## src/rtl/shot_clock_counter.sv

```systemverilog
// Shot-clock timebase and BCD down-counter: 0.1 s prescaler, 24.0/14.0 reload,
// borrow-chain decrement to 0.0 and a timed horn at expiry.
module shot_clock_counter #(
  parameter int CLK_HZ      = 50000000,
  parameter int TICK_DIV    = CLK_HZ / 10,
  parameter int HORN_TENTHS = 20
) (
  input  logic       clk,
  input  logic       reset,
  input  logic       start,
  input  logic       stop,
  input  logic       set_24,
  input  logic       set_14,
  output logic [3:0] tens,
  output logic [3:0] ones,
  output logic [3:0] tenths,
  output logic       low_time,
  output logic       running,
  output logic       horn
);

  localparam int CW = $clog2(TICK_DIV);
  localparam int HW = (HORN_TENTHS < 1) ? 1 : $clog2(HORN_TENTHS + 1);
  localparam logic [CW-1:0] CNT_MAX   = CW'(TICK_DIV - 1);
  localparam logic [HW-1:0] HORN_LOAD = HW'(HORN_TENTHS);
  localparam logic [HW-1:0] HORN_ONE  = HW'(1);

  typedef enum logic [1:0] {S_STOP, S_RUN, S_EXPIRED} state_t;

  state_t        state_q, state_d;
  logic [CW-1:0] cnt_q, cnt_d;
  logic [HW-1:0] htmr_q, htmr_d;
  logic [3:0]    tens_q, tens_d, ones_q, ones_d, tenths_q, tenths_d;
  logic          run_q, run_d, horn_q, horn_d;
  logic          tick, ge14, do_reload;

  // The prescaler only advances while counting or while the horn is timing out.
  assign tick      = ((state_q == S_RUN) || horn_q) && (cnt_q == CNT_MAX);
  assign ge14      = (tens_q == 4'd2) || ((tens_q == 4'd1) && (ones_q >= 4'd4));
  assign do_reload = set_24 || (set_14 && !ge14);

  always_comb begin
    state_d  = state_q;
    cnt_d    = '0;
    htmr_d   = htmr_q;
    tens_d   = tens_q;
    ones_d   = ones_q;
    tenths_d = tenths_q;
    horn_d   = horn_q;

    // Any effective command clears the prescaler and swallows a coincident tick.
    if (do_reload) begin
      tens_d   = set_24 ? 4'd2 : 4'd1;
      ones_d   = 4'd4;
      tenths_d = 4'd0;
      if (state_q == S_EXPIRED) begin
        state_d = S_STOP;
        horn_d  = 1'b0;
        htmr_d  = '0;
      end
    end else if (stop && (state_q == S_RUN)) begin
      state_d = S_STOP;
    end else if (start && (state_q == S_STOP)) begin
      state_d = S_RUN;
    end else begin
      if ((state_q == S_RUN) || horn_q)
        cnt_d = tick ? '0 : cnt_q + 1'b1;
      if (tick && (state_q == S_RUN)) begin
        if ((tens_q == 4'd0) && (ones_q == 4'd0) && (tenths_q <= 4'd1)) begin
          tenths_d = 4'd0;
          state_d  = S_EXPIRED;
          horn_d   = (HORN_TENTHS != 0);
          htmr_d   = HORN_LOAD;
        end else if (tenths_q != 4'd0) begin
          tenths_d = tenths_q - 4'd1;
        end else begin
          tenths_d = 4'd9;
          if (ones_q != 4'd0) begin
            ones_d = ones_q - 4'd1;
          end else begin
            ones_d = 4'd9;
            tens_d = tens_q - 4'd1;
          end
        end
      end else if (tick && horn_q) begin
        htmr_d = htmr_q - HORN_ONE;
        if (htmr_q == HORN_ONE) horn_d = 1'b0;
      end
    end

    run_d = (state_d == S_RUN);
  end

  always_ff @(posedge clk) begin
    if (reset) begin
      state_q  <= S_STOP;
      cnt_q    <= '0;
      htmr_q   <= '0;
      tens_q   <= 4'd2;
      ones_q   <= 4'd4;
      tenths_q <= 4'd0;
      run_q    <= 1'b0;
      horn_q   <= 1'b0;
    end else begin
      state_q  <= state_d;
      cnt_q    <= cnt_d;
      htmr_q   <= htmr_d;
      tens_q   <= tens_d;
      ones_q   <= ones_d;
      tenths_q <= tenths_d;
      run_q    <= run_d;
      horn_q   <= horn_d;
    end
  end

  assign tens     = tens_q;
  assign ones     = ones_q;
  assign tenths   = tenths_q;
  assign running  = run_q;
  assign horn     = horn_q;
  assign low_time = (tens_q == 4'd0) && (ones_q < 4'd5);

endmodule

```

## config.mk

```make
export PLATFORM = sky130hd
export DESIGN_NAME = shot_clock_counter
export DESIGN_NICKNAME = d
export VERILOG_FILES = /design/src/rtl/shot_clock_counter.sv
export SDC_FILE = /design/constraint.sdc
export NUM_CORES = 1
export LEC_CHECK = 0
export CAP_MARGIN = 10
export CORE_ASPECT_RATIO = 1.1
export CORE_MARGIN = 2
export CORE_UTILIZATION = 50
export CTS_BUF_LIST = sky130_fd_sc_hd__clkbuf_4 sky130_fd_sc_hd__clkbuf_8
export DETAILED_ROUTE_END_ITERATION = 12
export PLACE_DENSITY = 0.7
export SKIP_CTS_REPAIR_TIMING = 1
export SLEW_MARGIN = 10
export SYNTH_ARGS = -nofsm -noshare
export SYNTH_HDL_FRONTEND = slang
export SYNTH_SLANG_ARGS = --single-unit
```

## constraint.sdc

```tcl
create_clock -name clk -period 5.1 [get_ports clk]
set_input_delay 1.02 -clock clk [delete_from_list [all_inputs] [get_ports clk]]
set_output_delay 1.02 -clock clk [all_outputs]
set_load 0.02 [all_outputs]
```

==> run metrics <==
FILL cells=404; critical path required time=5320 ps; gate count of the mapped netlist=269; CP max FO=12; Clock power frac=0.386; Skew-Pair Late Insertion Delay=290 ps; FP Rows=25; final period utilization=0.656; Setup CP Type=in -> reg; initial antenna violation count=0; Iter 0 DRT Violations=121; CTS Buf Count=5; Syn-to-layout area delta=15.0%; asr flop ratio synth=0; Root Buffer=clkbuf_8; Tightest Pin Transition=806 ps; CTS tree=yes; DRT Wirelength=4250 um; Final Slew Violations=0; worst-path cell chain=clkdlybuf4s50_1 -> or2_1 -> a211o_2 -> or2_0 -> or4_4 -> or4_1 -> mux2i_1; status=finished, final reports clean; Seq/Total Area, Yosys=0.391; internal power=0.000474 W; CP Capture Type=flop; GR Overflow Total=0; fin util=0.600; Startpoint Class=input pin; total track usage=0.192; maximum clock insertion buffer count=2; Top Ports=21; Slowest cell on crit path=or4_4; Synth Net Count=281; Starting Density=0.521; post-synthesis cell area=2250 um2; max frequency=299 MHz; CTS clk-pin slew, worst paths=80 ps; Final setup viols=0; largest net degree at the start of global routing=24; port bufs=20; first-pass GRT wire length=7400 um; gpl congestion=0.820; share of layout cells above drive strength 1=0.0586; Residual DRC=0; sw frac=0.205; Pre-Repair DR Iteration Count=4; Mapped Avg Cell Area=8.37 um2; crit path time final=3350 ps; vias in the first global route=1678; DIE WIDTH=68.0 um; Hold Path Class=reg -> reg; die area=5060 um2; number of vias per cell=5.47; Detail Placement HPWL=3260 um; # diodes=0; Net Switching=0.000122 W; Final Hold Fails=0; setup TNS=0 ps; Synth Warn #=0; vias=1883; final total power=0.000596 W; clk_skew=9.09 ps; core area=4320 um2; Max Cap Violations=0; Critical Path AT=3570 ps; number of synthesized flops with an enable pin=0; share of total power in sequential cells=0.579; post-synth cell types=49; critical path's largest stage delay=540 ps; peak supply drop=0.191 mV; Logic pwr share=0.035; Yosys reg bits=44; ratio of total power to cell area=230 nW/um2; Slew headroom=0.458; nets@finish=302; chip height=74.4 um; ys flop type=dfxtp_1; CTS HTree Levels=2; # clock sinks=44; LEAKAGE=0.832 nW; Avg WL per Cell=12.4 um; Routed Antenna Nets=0; RSZ-0062 raised after global routing=no
-- routing by layer --
layer	part of all wire	GRT usage	vias up
met5	0	0	-
met4	0.0068	0.0667	0
met3	0.030	0.0499	2
met2	0.51	0.329	29
met1	0.45	0.232	861
li1	-	-	991
-- critical path: cells and delay by family --
family / cells / cell delay (ps)
buffers and inverters: 1 / 480
AO/OA/AOI/OAI: 1 / 430
multiplexers: 1 / 120
AND/OR/NAND/NOR: 4 / 1510
-- logic make-up after synthesis --
| family | share of synthesized area |
|---|---|
| flops | 0.391 |
| compound gates | 0.101 |
| simple gates | 0.320 |
| buf+inv | 0.0350 |
| xor+xnor | 0.0856 |
| mux | 0.0334 |
| fa+ha+maj | 0.0334 |
-- stage by stage --
| stage | setup WS [ps] | instance area [um2] | hold slack (ps) | instances |
|---|---|---|---|---|
| after floorplan | 2200 | 2250 | 430 | 269 |
| after global placement | 1510 | 2490 | 443 | 337 |
| after detailed placement | 1470 | 2490 | 468 | 337 |
| after CTS | 1760 | 2590 | 483 | 344 |
| after global routing | 1640 | 2590 | 501 | 344 |
| final | 1750 | 2590 | 476 | 344 |
-- sequential cells by signal, summed over array words and instances (netlist names) --
signal and count:
cnt_q 23, tens 4, tenths 4, htmr_q 5
running 1, horn 1, state_q 2, ones 4
-- cells in the final DEF, fill, tap and decap left out, drive strengths merged, types with 2 or more instances in the layout --
cell            n
or2             3
xnor2          10
or4             3
a211oi          3
nand2b          4
nand4b          3
clkbuf          7
mux2i           6
a21oi          12
nand3          11
clkdlybuf4s50  20
dfxtp          44
a31oi           3
nor2           40
nor2b           2
nor3           10
inv            14
xor2           12
nand2          16
nand4           7
ha              6
nor3b           2
and3            5
nand3b          2
and2b           2
nor4b           3
and4            2
nor4            5
or3             7
o21ai          15
-- cell usage after synthesis, drive strengths merged (3+ instances only) --
master	count	area, um2
dfxtp	44	881
nand4b	3	26.3
a211oi	3	22.5
a31oi	3	18.8
a21oi	12	60.1
nand3	11	55.1
o21ai	15	75.1
nand2b	4	25.0
nand4	7	43.8
xor2	12	105
ha	6	75.1
nand2	16	60.1
or4	3	30.0
clkbuf	5	18.8
nor4b	3	32.5
xnor2	10	87.6
or3	7	43.8
nor2	40	150
and3	5	31.3
nor3	10	50.1
or2	3	18.8
mux2i	6	63.8
nor4	5	31.3
inv	14	52.6
-- cell type report --
type                    count  area (um2)  share of cell area
clock buffers               7        96.3              0.0372
inverters                  14        52.6              0.0203
multi-input cells         205        1290               0.499
flip-flops and latches     44         881               0.340
well taps                  54        67.6              0.0261
repair buffers             20         200              0.0773
-- final timing paths --
path              startpoint   endpoint  slack [ps]  cells after the start
setup / recovery       reset  htmr_q[3]        1750                      7
hold / removal      cnt_q[0]   cnt_q[0]         480                      1
setup reg to reg     tens[0]  htmr_q[3]        2530                      8
hold reg to reg     cnt_q[0]   cnt_q[0]         480                      1
-- power by group through the flow --
stage	clock network [W]	registers, W	logic [W]
after floorplan	0	0.000353	0.0000129
after global placement	0	0.000354	0.0000206
after detailed placement	0	0.000354	0.0000207
after CTS	0.000240	0.000346	0.0000207
after global routing	0.000255	0.000346	0.0000226
final	0.000230	0.000346	0.0000206
Note: power is estimated with default switching activity, not from simulation.
